File: src/rtl/dbus_turnaround_pkg.sv
// Shared definitions for the cartridge data-bus transceiver sequencers:
// state encodings, counter widths and default guard timings.
package dbus_turnaround_pkg;

    localparam int TURN_CNT_W = 16;
    localparam int CNT_W      = 4;

    localparam int DEF_SYNC_STAGES = 2;
    localparam int DEF_GUARD_OFF   = 2;
    localparam int DEF_GUARD_DIR   = 1;
    localparam int DEF_MIN_OUT     = 3;

    typedef enum logic [2:0] {
        ST_IN    = 3'd0,
        ST_OFF_O = 3'd1,
        ST_DIR_O = 3'd2,
        ST_OUT   = 3'd3,
        ST_OFF_I = 3'd4,
        ST_DIR_I = 3'd5
    } state_t;

    // Pin levels owned by each state, packed as {dat_dir, dat_oe, busy}.
    function automatic logic [2:0] state_outputs(input state_t s);
        logic [2:0] o;
        o = 3'b000;
        case (s)
            ST_IN:    o = 3'b000;
            ST_OFF_O: o = 3'b011;
            ST_DIR_O: o = 3'b111;
            ST_OUT:   o = 3'b100;
            ST_OFF_I: o = 3'b111;
            ST_DIR_I: o = 3'b011;
            default:  o = 3'b000;
        endcase
        return o;
    endfunction

endpackage

File: src/rtl/dbus_turnaround_sync_ff.sv
// Multi-stage single-bit synchroniser with synchronous clear.
module sync_ff #(
    parameter int STAGES = 2
) (
    input  logic clk,
    input  logic srst,
    input  logic d,
    output logic q
);

    logic [STAGES-1:0] stage_reg;

    genvar gi;
    generate
        for (gi = 0; gi < STAGES; gi++) begin : g_stage
            logic src;
            if (gi == 0) begin : g_first
                assign src = d;
            end else begin : g_chain
                assign src = stage_reg[gi-1];
            end

            always_ff @(posedge clk) begin
                if (srst) begin
                    stage_reg[gi] <= 1'b0;
                end else begin
                    stage_reg[gi] <= src;
                end
            end
        end
    endgenerate

    assign q = stage_reg[STAGES-1];

endmodule

File: src/rtl/dbus_turnaround.sv
// Data-bus transceiver turnaround sequencer: turns a raw drive request into
// dat_dir/dat_oe with dead time on both sides of every direction flip.
module dbus_turnaround
    import dbus_turnaround_pkg::*;
#(
    parameter int SYNC_STAGES = DEF_SYNC_STAGES,
    parameter int GUARD_OFF   = DEF_GUARD_OFF,
    parameter int GUARD_DIR   = DEF_GUARD_DIR,
    parameter int MIN_OUT     = DEF_MIN_OUT
) (
    input  logic                  clk,
    input  logic                  sys_rst,
    input  logic                  bus_oe,
    output logic                  dat_dir,
    output logic                  dat_oe,
    output logic                  busy,
    output logic                  short_req,
    output logic [TURN_CNT_W-1:0] turn_cnt
);

    generate
        if (SYNC_STAGES < 1 || SYNC_STAGES > 3) begin : g_bad_sync
            $error("dbus_turnaround: SYNC_STAGES must be 1..3");
        end
        if (GUARD_OFF < 1 || GUARD_OFF > 15 || GUARD_DIR < 1 || GUARD_DIR > 15
            || MIN_OUT < 1 || MIN_OUT > 15) begin : g_bad_guard
            $error("dbus_turnaround: guard/hold parameters must be 1..15");
        end
    endgenerate

    localparam logic [CNT_W-1:0] OFF_LOAD = CNT_W'(GUARD_OFF - 1);
    localparam logic [CNT_W-1:0] DIR_LOAD = CNT_W'(GUARD_DIR - 1);
    localparam logic [CNT_W-1:0] OUT_LOAD = CNT_W'(MIN_OUT - 1);

    logic req;

    sync_ff #(.STAGES(SYNC_STAGES)) u_sync (
        .clk  (clk),
        .srst (sys_rst),
        .d    (bus_oe),
        .q    (req)
    );

    state_t                  state_reg, state_next;
    logic [CNT_W-1:0]        cnt_reg, cnt_next;
    logic                    short_req_reg, short_req_next;
    logic [TURN_CNT_W-1:0]   turn_cnt_reg, turn_cnt_next;
    logic                    dat_dir_reg, dat_oe_reg, busy_reg;

    always_comb begin
        state_next     = state_reg;
        cnt_next       = cnt_reg;
        short_req_next = short_req_reg;
        turn_cnt_next  = turn_cnt_reg;
        case (state_reg)
            ST_IN: begin
                if (req) begin
                    state_next = ST_OFF_O;
                    cnt_next   = OFF_LOAD;
                end
            end
            ST_OFF_O: begin
                if (!req) begin
                    state_next     = ST_IN;
                    short_req_next = 1'b1;
                end else if (cnt_reg == '0) begin
                    state_next = ST_DIR_O;
                    cnt_next   = DIR_LOAD;
                end else begin
                    cnt_next = cnt_reg - 1'b1;
                end
            end
            ST_DIR_O: begin
                // An abort here leaves via ST_DIR_I so the direction flips back
                // while the transceiver is still disabled.
                if (!req) begin
                    state_next     = ST_DIR_I;
                    cnt_next       = DIR_LOAD;
                    short_req_next = 1'b1;
                end else if (cnt_reg == '0) begin
                    state_next = ST_OUT;
                    cnt_next   = OUT_LOAD;
                    if (turn_cnt_reg != '1) begin
                        turn_cnt_next = turn_cnt_reg + 1'b1;
                    end
                end else begin
                    cnt_next = cnt_reg - 1'b1;
                end
            end
            ST_OUT: begin
                if (cnt_reg != '0) begin
                    cnt_next = cnt_reg - 1'b1;
                end else if (!req) begin
                    state_next = ST_OFF_I;
                    cnt_next   = OFF_LOAD;
                end
            end
            ST_OFF_I: begin
                if (cnt_reg == '0) begin
                    state_next = ST_DIR_I;
                    cnt_next   = DIR_LOAD;
                end else begin
                    cnt_next = cnt_reg - 1'b1;
                end
            end
            ST_DIR_I: begin
                if (cnt_reg == '0) begin
                    state_next = ST_IN;
                end else begin
                    cnt_next = cnt_reg - 1'b1;
                end
            end
            default: begin
                state_next = ST_IN;
                cnt_next   = '0;
            end
        endcase
    end

    // Output flops load from the next state so pins and state stay aligned.
    always_ff @(posedge clk) begin
        if (sys_rst) begin
            state_reg     <= ST_IN;
            cnt_reg       <= '0;
            short_req_reg <= 1'b0;
            turn_cnt_reg  <= '0;
            dat_dir_reg   <= 1'b0;
            dat_oe_reg    <= 1'b0;
            busy_reg      <= 1'b0;
        end else begin
            state_reg     <= state_next;
            cnt_reg       <= cnt_next;
            short_req_reg <= short_req_next;
            turn_cnt_reg  <= turn_cnt_next;
            {dat_dir_reg, dat_oe_reg, busy_reg} <= state_outputs(state_next);
        end
    end

    assign dat_dir   = dat_dir_reg;
    assign dat_oe    = dat_oe_reg;
    assign busy      = busy_reg;
    assign short_req = short_req_reg;
    assign turn_cnt  = turn_cnt_reg;

endmodule

File: config.mk
export PLATFORM = sky130hd
export DESIGN_NAME = dbus_turnaround
export DESIGN_NICKNAME = d
export VERILOG_FILES = /design/src/rtl/dbus_turnaround_pkg.sv /design/src/rtl/dbus_turnaround_sync_ff.sv /design/src/rtl/dbus_turnaround.sv
export SDC_FILE = /design/constraint.sdc
export NUM_CORES = 1
export LEC_CHECK = 0
export ABC_CLOCK_PERIOD_IN_PS = 3500
export CORE_MARGIN = 2
export CORE_UTILIZATION = 43
export DETAILED_ROUTE_END_ITERATION = 7
export PLACE_DENSITY = 0.66
export SLEW_MARGIN = 20
export SYNTH_ARGS = -nofsm -noshare
export SYNTH_HDL_FRONTEND = slang
export SYNTH_SLANG_ARGS = --single-unit
File: constraint.sdc
create_clock -name clk -period 3.5 [get_ports clk]
set_clock_uncertainty 0.15 [all_clocks]
set_input_delay 0.35 -clock clk [delete_from_list [all_inputs] [get_ports clk]]
set_output_delay 0.35 -clock clk [all_outputs]
set_load 0.05 [all_outputs]
==> out/qor.yml, run 1 <==
status: "finished clean"
ys_seq_area_share_pct: 36.8
ys_ff_latch: 28
cts_tree: "done"
ant_nets: 0
critPathKind: "reg -> reg"
syn-cell-area_um2: 1520
max_slew_margin_pct: 64.8
synth_mux_area_share_pct: 0.657
r2r_slack_ns: 0.94
synth_simple_gate_area_share_pct: 32.9
avgSynthCellArea_um2: 8.06
die_w_um: 63.5
cts_made_buffers: 3
synthCells: 189
start_kind: "flop"
via_count: 1395
finalCritPeriodShare_pct: 73.0
synth_compound_area_share_pct: 15.8
worstPathArrival_ns: 2.63
grt_usage_pct: 17.6
crit_required_ns: 3.57
report.final.hold_viol_count: 0
min_path_type: "reg -> reg"
postCtsSetupBuffers: 0
firstDrtPassIters: 4
synth-xor-area-share_pct: 6.90
grt_pass1_wl_mm: 5.91
final_common_cell: "dfxtp_1"
critPathMaxFanout: 11
grt_max_degree: 30
core_area_um2: 3360
p_leak_nw: 0.572
clockBufferDepth: 2
hpwl_mm: 2.41
setup_viol: 0
via_per_inst: 5.56
drc: 0
wl_mm: 3.32
gp_congestion: 0.871
ctsHoldBuffers: 0
dpl.cell_count: 248
cts_resized: 0
synth.distinct_cells: 40
io_pins: 23
largest_register_ffs: 16
seqCellArea_um2: 561
final.fill_count: 357
die_h_um: 63.5
ys.flop_type: "dfxtp_1"
grt_pass1_vias: 1344
multi_input_area_um2: 895
yosys.area_share.adder_pct: 2.46
fin_setup_tns_ns: 0
clock-sinks: 28
max_freq_ghz: 0.391
overflow: 0
yosysWarnings: 0
io_buffers: 22
drt-initial-drc-count: 59
slew_viol_final: 0
cap_violations: 0
final_cell_count_no_fill: 251
die_area_um2: 4040
area_delta_synth_final_pct: 16.8
layout_common_cells: "dfxtp_1, nor2_1, clkdlybuf4s50_1"
clk_latency_ns: 0.32
synth-edff-count: 0
peakVddDrop_mv: 0.137
finalCriticalPeriod_ns: 2.56
start_util_pct: 45.3
htreeDepth: 1
num_rows: 21
path_clk_slew_ns: 0.13
fin_total_pwr_mw: 0.496
rsz0062_at_grt: "no"
worst_setup_path_end_kind: "flop"
synth_fp_nets: 195
num_antenna_cells: 0
detail_route.wl_per_cell_um: 13.2
tightest_slew_ns: 0.528
drive_gt1_share_pct: 5.85
antenna_found_initial: 0
power_density_nw_per_um2: 278
num-nets-final: 213
synth-async-reset-ratio_pct: 0
synth_top_family_by_area: "simple AND/OR/NAND/NOR gates"
cts_root_buffer: "clkbuf_4"
==> metal layers <==
layer	wire, um	vias to the layer above	track usage [%]	part of all wire (%)
li1	-	706	-	-
met1	1470	647	21.2	44
met2	1680	40	32.2	51
met3	138	2	2.14	4.2
met4	23	0	5.43	0.69
met5	0	-	0	0
==> cells in the mapped netlist, drive strengths merged (2+ instances only) <==
master | number | share of area, %
a211oi | 3 | 1.5
a21oi | 13 | 4.3
and3 | 2 | 0.82
and4 | 3 | 1.7
buf | 2 | 1.2
clkbuf | 9 | 2.3
dfxtp | 28 | 37
ha | 3 | 2.5
inv | 4 | 0.98
nand2 | 13 | 3.2
nand2b | 4 | 1.6
nand3 | 7 | 2.3
nand3b | 2 | 0.98
nand4 | 5 | 2.1
nor2 | 22 | 5.4
nor2b | 5 | 2.1
nor3 | 12 | 3.9
nor3b | 2 | 0.98
nor4 | 5 | 2.9
o211ai | 2 | 0.98
o21ai | 15 | 4.9
or3 | 4 | 2.0
xnor2 | 10 | 5.7
xor2 | 2 | 1.1
==> logic make-up after synthesis <==
group | count (synthesis)
and+or+nand+nor | 89
muxes | 1
DFF | 28
adders and majority gates | 3
xor gates and xnor gates | 12
buffers and inverters | 15
AOI/OAI and AO/OA | 41
==> worst max-delay path: stages, from the launching register on <==
cell     delay [ns]
dfxtp_1        0.36
inv_1          0.10
ha_1           0.19
or3b_1         0.47
or3_4          0.49
nor3_1         0.36
a31oi_1        0.14
o21ba_2        0.22
==> where the power goes <==
group	leakage, nW	internal, mW	switching (mW)	total [mW]
Combinational	0.332	0.0148	0.0262	0.0410
Sequential	0.226	0.323	0.00461	0.327
Clock	0.0138	0.0402	0.0871	0.127
==> through the flow <==
step / worst slack [ns] / hold WS, ns / utilization, % / cell area [um2]
finish: 0.944 / 0.311 / 52.9 / 1780
global route: 0.820 / 0.332 / 52.9 / 1780
CTS: 0.958 / 0.314 / 53.1 / 1790
detailed placement: 0.980 / 0.288 / 52.4 / 1760
global placement: 1.10 / 0.279 / 52.4 / 1760
floorplan: 1.02 / 0.264 / - / 1520
==> area by class of cell <==
type	instances	area share (%)
clock buffers	3	1.26
multi-input cells	146	50.2
well taps	46	3.23
inverters	4	0.843
flip-flops and latches	28	31.5
repair buffers	24	12.9
==> worst paths after layout <==
check | depth (start not counted) | to | start
worst min register to register | 1 | u_sync.q | u_sync.g_stage[1].src
worst min-delay path | 1 | u_sync.q | u_sync.g_stage[1].src
worst max-delay path | 7 | turn_cnt[6] | cnt_reg[0]
worst max register to register | 7 | turn_cnt[6] | cnt_reg[0]
Note: power is estimated with default switching activity, not from simulation.
==> run 2, diff against run 1 <==
- ABC_CLOCK_PERIOD_IN_PS: 3500 -> 2620
- clock period: 3.5 -> 2.62 ns (I/O delays scaled with it)
==> out/qor.yml, run 2 (synthesis gave the netlist of run 1 again) <==
hpwl_mm: 2.53  # was 2.41 mm
fin_setup_tns_ns: 0  # unchanged
overflow: 0  # unchanged
num-nets-final: 218  # was 213
ctsHoldBuffers: 0  # unchanged
io_buffers: 22  # unchanged
fin_util_pct: 54.2  # was 52.9%
core_area_um2: 3360  # unchanged
final_common_cell: "dfxtp_1"  # unchanged
clockBufferDepth: 2  # unchanged
timing.rr.start: "cnt_reg[0]"  # unchanged
detail_route.wl_per_cell_um: 13.0  # was 13.2 um
htreeDepth: 1  # unchanged
clk_latency_ns: 0.31  # was 0.32 ns
min_path_type: "reg -> reg"  # unchanged
slew_viol_final: 0  # unchanged
p_leak_nw: 0.598  # was 0.572 nW
antenna_found_initial: 0  # unchanged
critPathMaxFanout: 11  # unchanged
tightest_slew_ns: 0.501  # was 0.528 ns
setup_viol: 0  # unchanged
worstPathArrival_ns: 2.51  # was 2.63 ns
start_kind: "flop"  # unchanged
drt-initial-drc-count: 83  # was 59
cts_made_buffers: 3  # unchanged
drc: 0  # unchanged
finalCriticalPeriod_ns: 2.43  # was 2.56 ns
crit_buf_inv: 1  # unchanged
cts_tree: "done"  # unchanged
drive_gt1_share_pct: 7.62  # was 5.85%
critPathKind: "reg -> reg"  # unchanged
firstDrtPassIters: 4  # unchanged
crit_cells: 7  # unchanged
largest_register_ffs: 16  # unchanged
num_antenna_cells: 0  # unchanged
path_clk_slew_ns: 0.14  # was 0.13 ns
max_freq_ghz: 0.411  # was 0.391 GHz
ant_nets: 0  # unchanged
die_area_um2: 4040  # unchanged
worst_setup_path_end_kind: "flop"  # unchanged
clock-sinks: 28  # unchanged
startpoint: "cnt_reg[0]"  # unchanged
r2r_cells: 7  # unchanged
grt-busiest-layer: "met2"  # unchanged
slowest_stage: "or3_4"  # unchanged
via_per_inst: 5.48  # was 5.56
cts_resized: 0  # unchanged
final.fill_count: 352  # was 357
crit_chain: "inv_1 > ha_1 > or3b_1 > or3_4 > nor3_1 > a31oi_1 > o21ba_2"  # unchanged
report.final.hold_viol_count: 0  # unchanged
cts_root_buffer: "clkbuf_4"  # unchanged
layout_common_cells: "dfxtp_1, nor2_1, clkdlybuf4s50_1"  # unchanged
io_pins: 23  # unchanged
power_density_nw_per_um2: 365  # was 278 nW/um2
use_met1_pct: 20.6  # was 21.2%
dpl.cell_count: 253  # was 248
grt_usage_pct: 17.7  # was 17.6%
gp_congestion: 0.893  # was 0.871
final_cell_count_no_fill: 256  # was 251
max_stage_delay_ns: 0.46  # was 0.49 ns
finalCritPeriodShare_pct: 92.9  # was 73.0%
crit_family: "simple AND/OR/NAND/NOR gates"  # unchanged
peakVddDrop_mv: 0.155  # was 0.137 mV
die_h_um: 63.5  # unchanged
met3_usage_pct: 2.32  # was 2.14%
status: "finished clean"  # unchanged
num_rows: 21  # unchanged
fin_total_pwr_mw: 0.665  # was 0.496 mW
max_slew_margin_pct: 66.5  # was 64.8%
hold_depth: 1  # unchanged
via_count: 1404  # was 1,395
crit_required_ns: 2.70  # was 3.57 ns
grt_max_degree: 17  # was 30
postCtsSetupBuffers: 0  # unchanged
grt_pass1_wl_mm: 5.80  # was 5.91 mm
rsz0062_at_grt: "no"  # unchanged
hold_start: "u_sync.g_stage[1].src"  # unchanged
start_util_pct: 45.3  # unchanged
wl_mm: 3.34  # was 3.32 mm
grt_pass1_vias: 1376  # was 1,344
pre_cts_slack_ns: 0.208  # was 0.980 ns
die_w_um: 63.5  # unchanged
grtUsageMet2_pct: 32.1  # was 32.2%
cap_violations: 0  # unchanged
area_delta_synth_final_pct: 19.6  # was 16.8%
setup_slack_ns: 0.186  # was 0.944 ns
-- run 2: cell count changes in the layout (fill, tap and decap cells not counted) --
| cell | delta |
|---|---|
| buf_2 | -1 |
| buf_4 | +5 |
| clkdlybuf4s50_1 | +1 |
-- run 2: power breakdown --
| part | total (mW) | switching, mW | internal (mW) |
|---|---|---|---|
| logic | 0.0607 | 0.0362 | 0.0245 |
| clock network | 0.167 | 0.114 | 0.0537 |
| registers | 0.437 | 0.00595 | 0.431 |
-- run 2: metal layers --
| metal | wire length, um | share of wire (%) | vias to the layer above |
|---|---|---|---|
| met5 | 0 | 0 | - |
| met3 | 98 | 2.9 | 4 |
| li1 | - | - | 715 |
| met1 | 1500 | 45 | 654 |
| met2 | 1710 | 51 | 31 |
| met4 | 34 | 1.0 | 0 |
-- run 2: final cells by class --
type,count,area (um2),share of cell area (%)
flip-flops and latches,28,561,30.7
well taps,46,57.6,3.16
repair buffers,29,273,15.0
multi-input cells,146,895,49.1
clock buffers,3,22.5,1.24
inverters,4,15.0,0.824
-- run 2: worst paths after layout --
check / slack (ns) / end
max: 0.19 / turn_cnt[6]
min: 0.31 / u_sync.q
min reg2reg: 0.31 / u_sync.q
max reg2reg: 0.19 / turn_cnt[6]
-- run 2: metrics by stage --
| step | instance area, um2 | hold WS (ns) |
|---|---|---|
| after floorplan | 1520 | 0.240 |
| after global placement | 1800 | 0.278 |
| after detailed placement | 1800 | 0.292 |
| after CTS | 1820 | 0.316 |
| after global routing | 1820 | 0.323 |
| final | 1820 | 0.309 |
-- run 2: worst reg2reg max path, delay by kind of cell, from the launching register on --
family | cells | cell delay, ns
compound gates | 2 | 0.35
fa+ha+maj | 1 | 0.19
buf+inv | 1 | 0.11
flops | 1 | 0.36
simple gates | 3 | 1.20
==> run 3, diff against run 2 <==
- CAP_MARGIN: unset -> 15
==> results of run 3 <==
The final DEF is identical to that of run 2; final timing and power are the same.
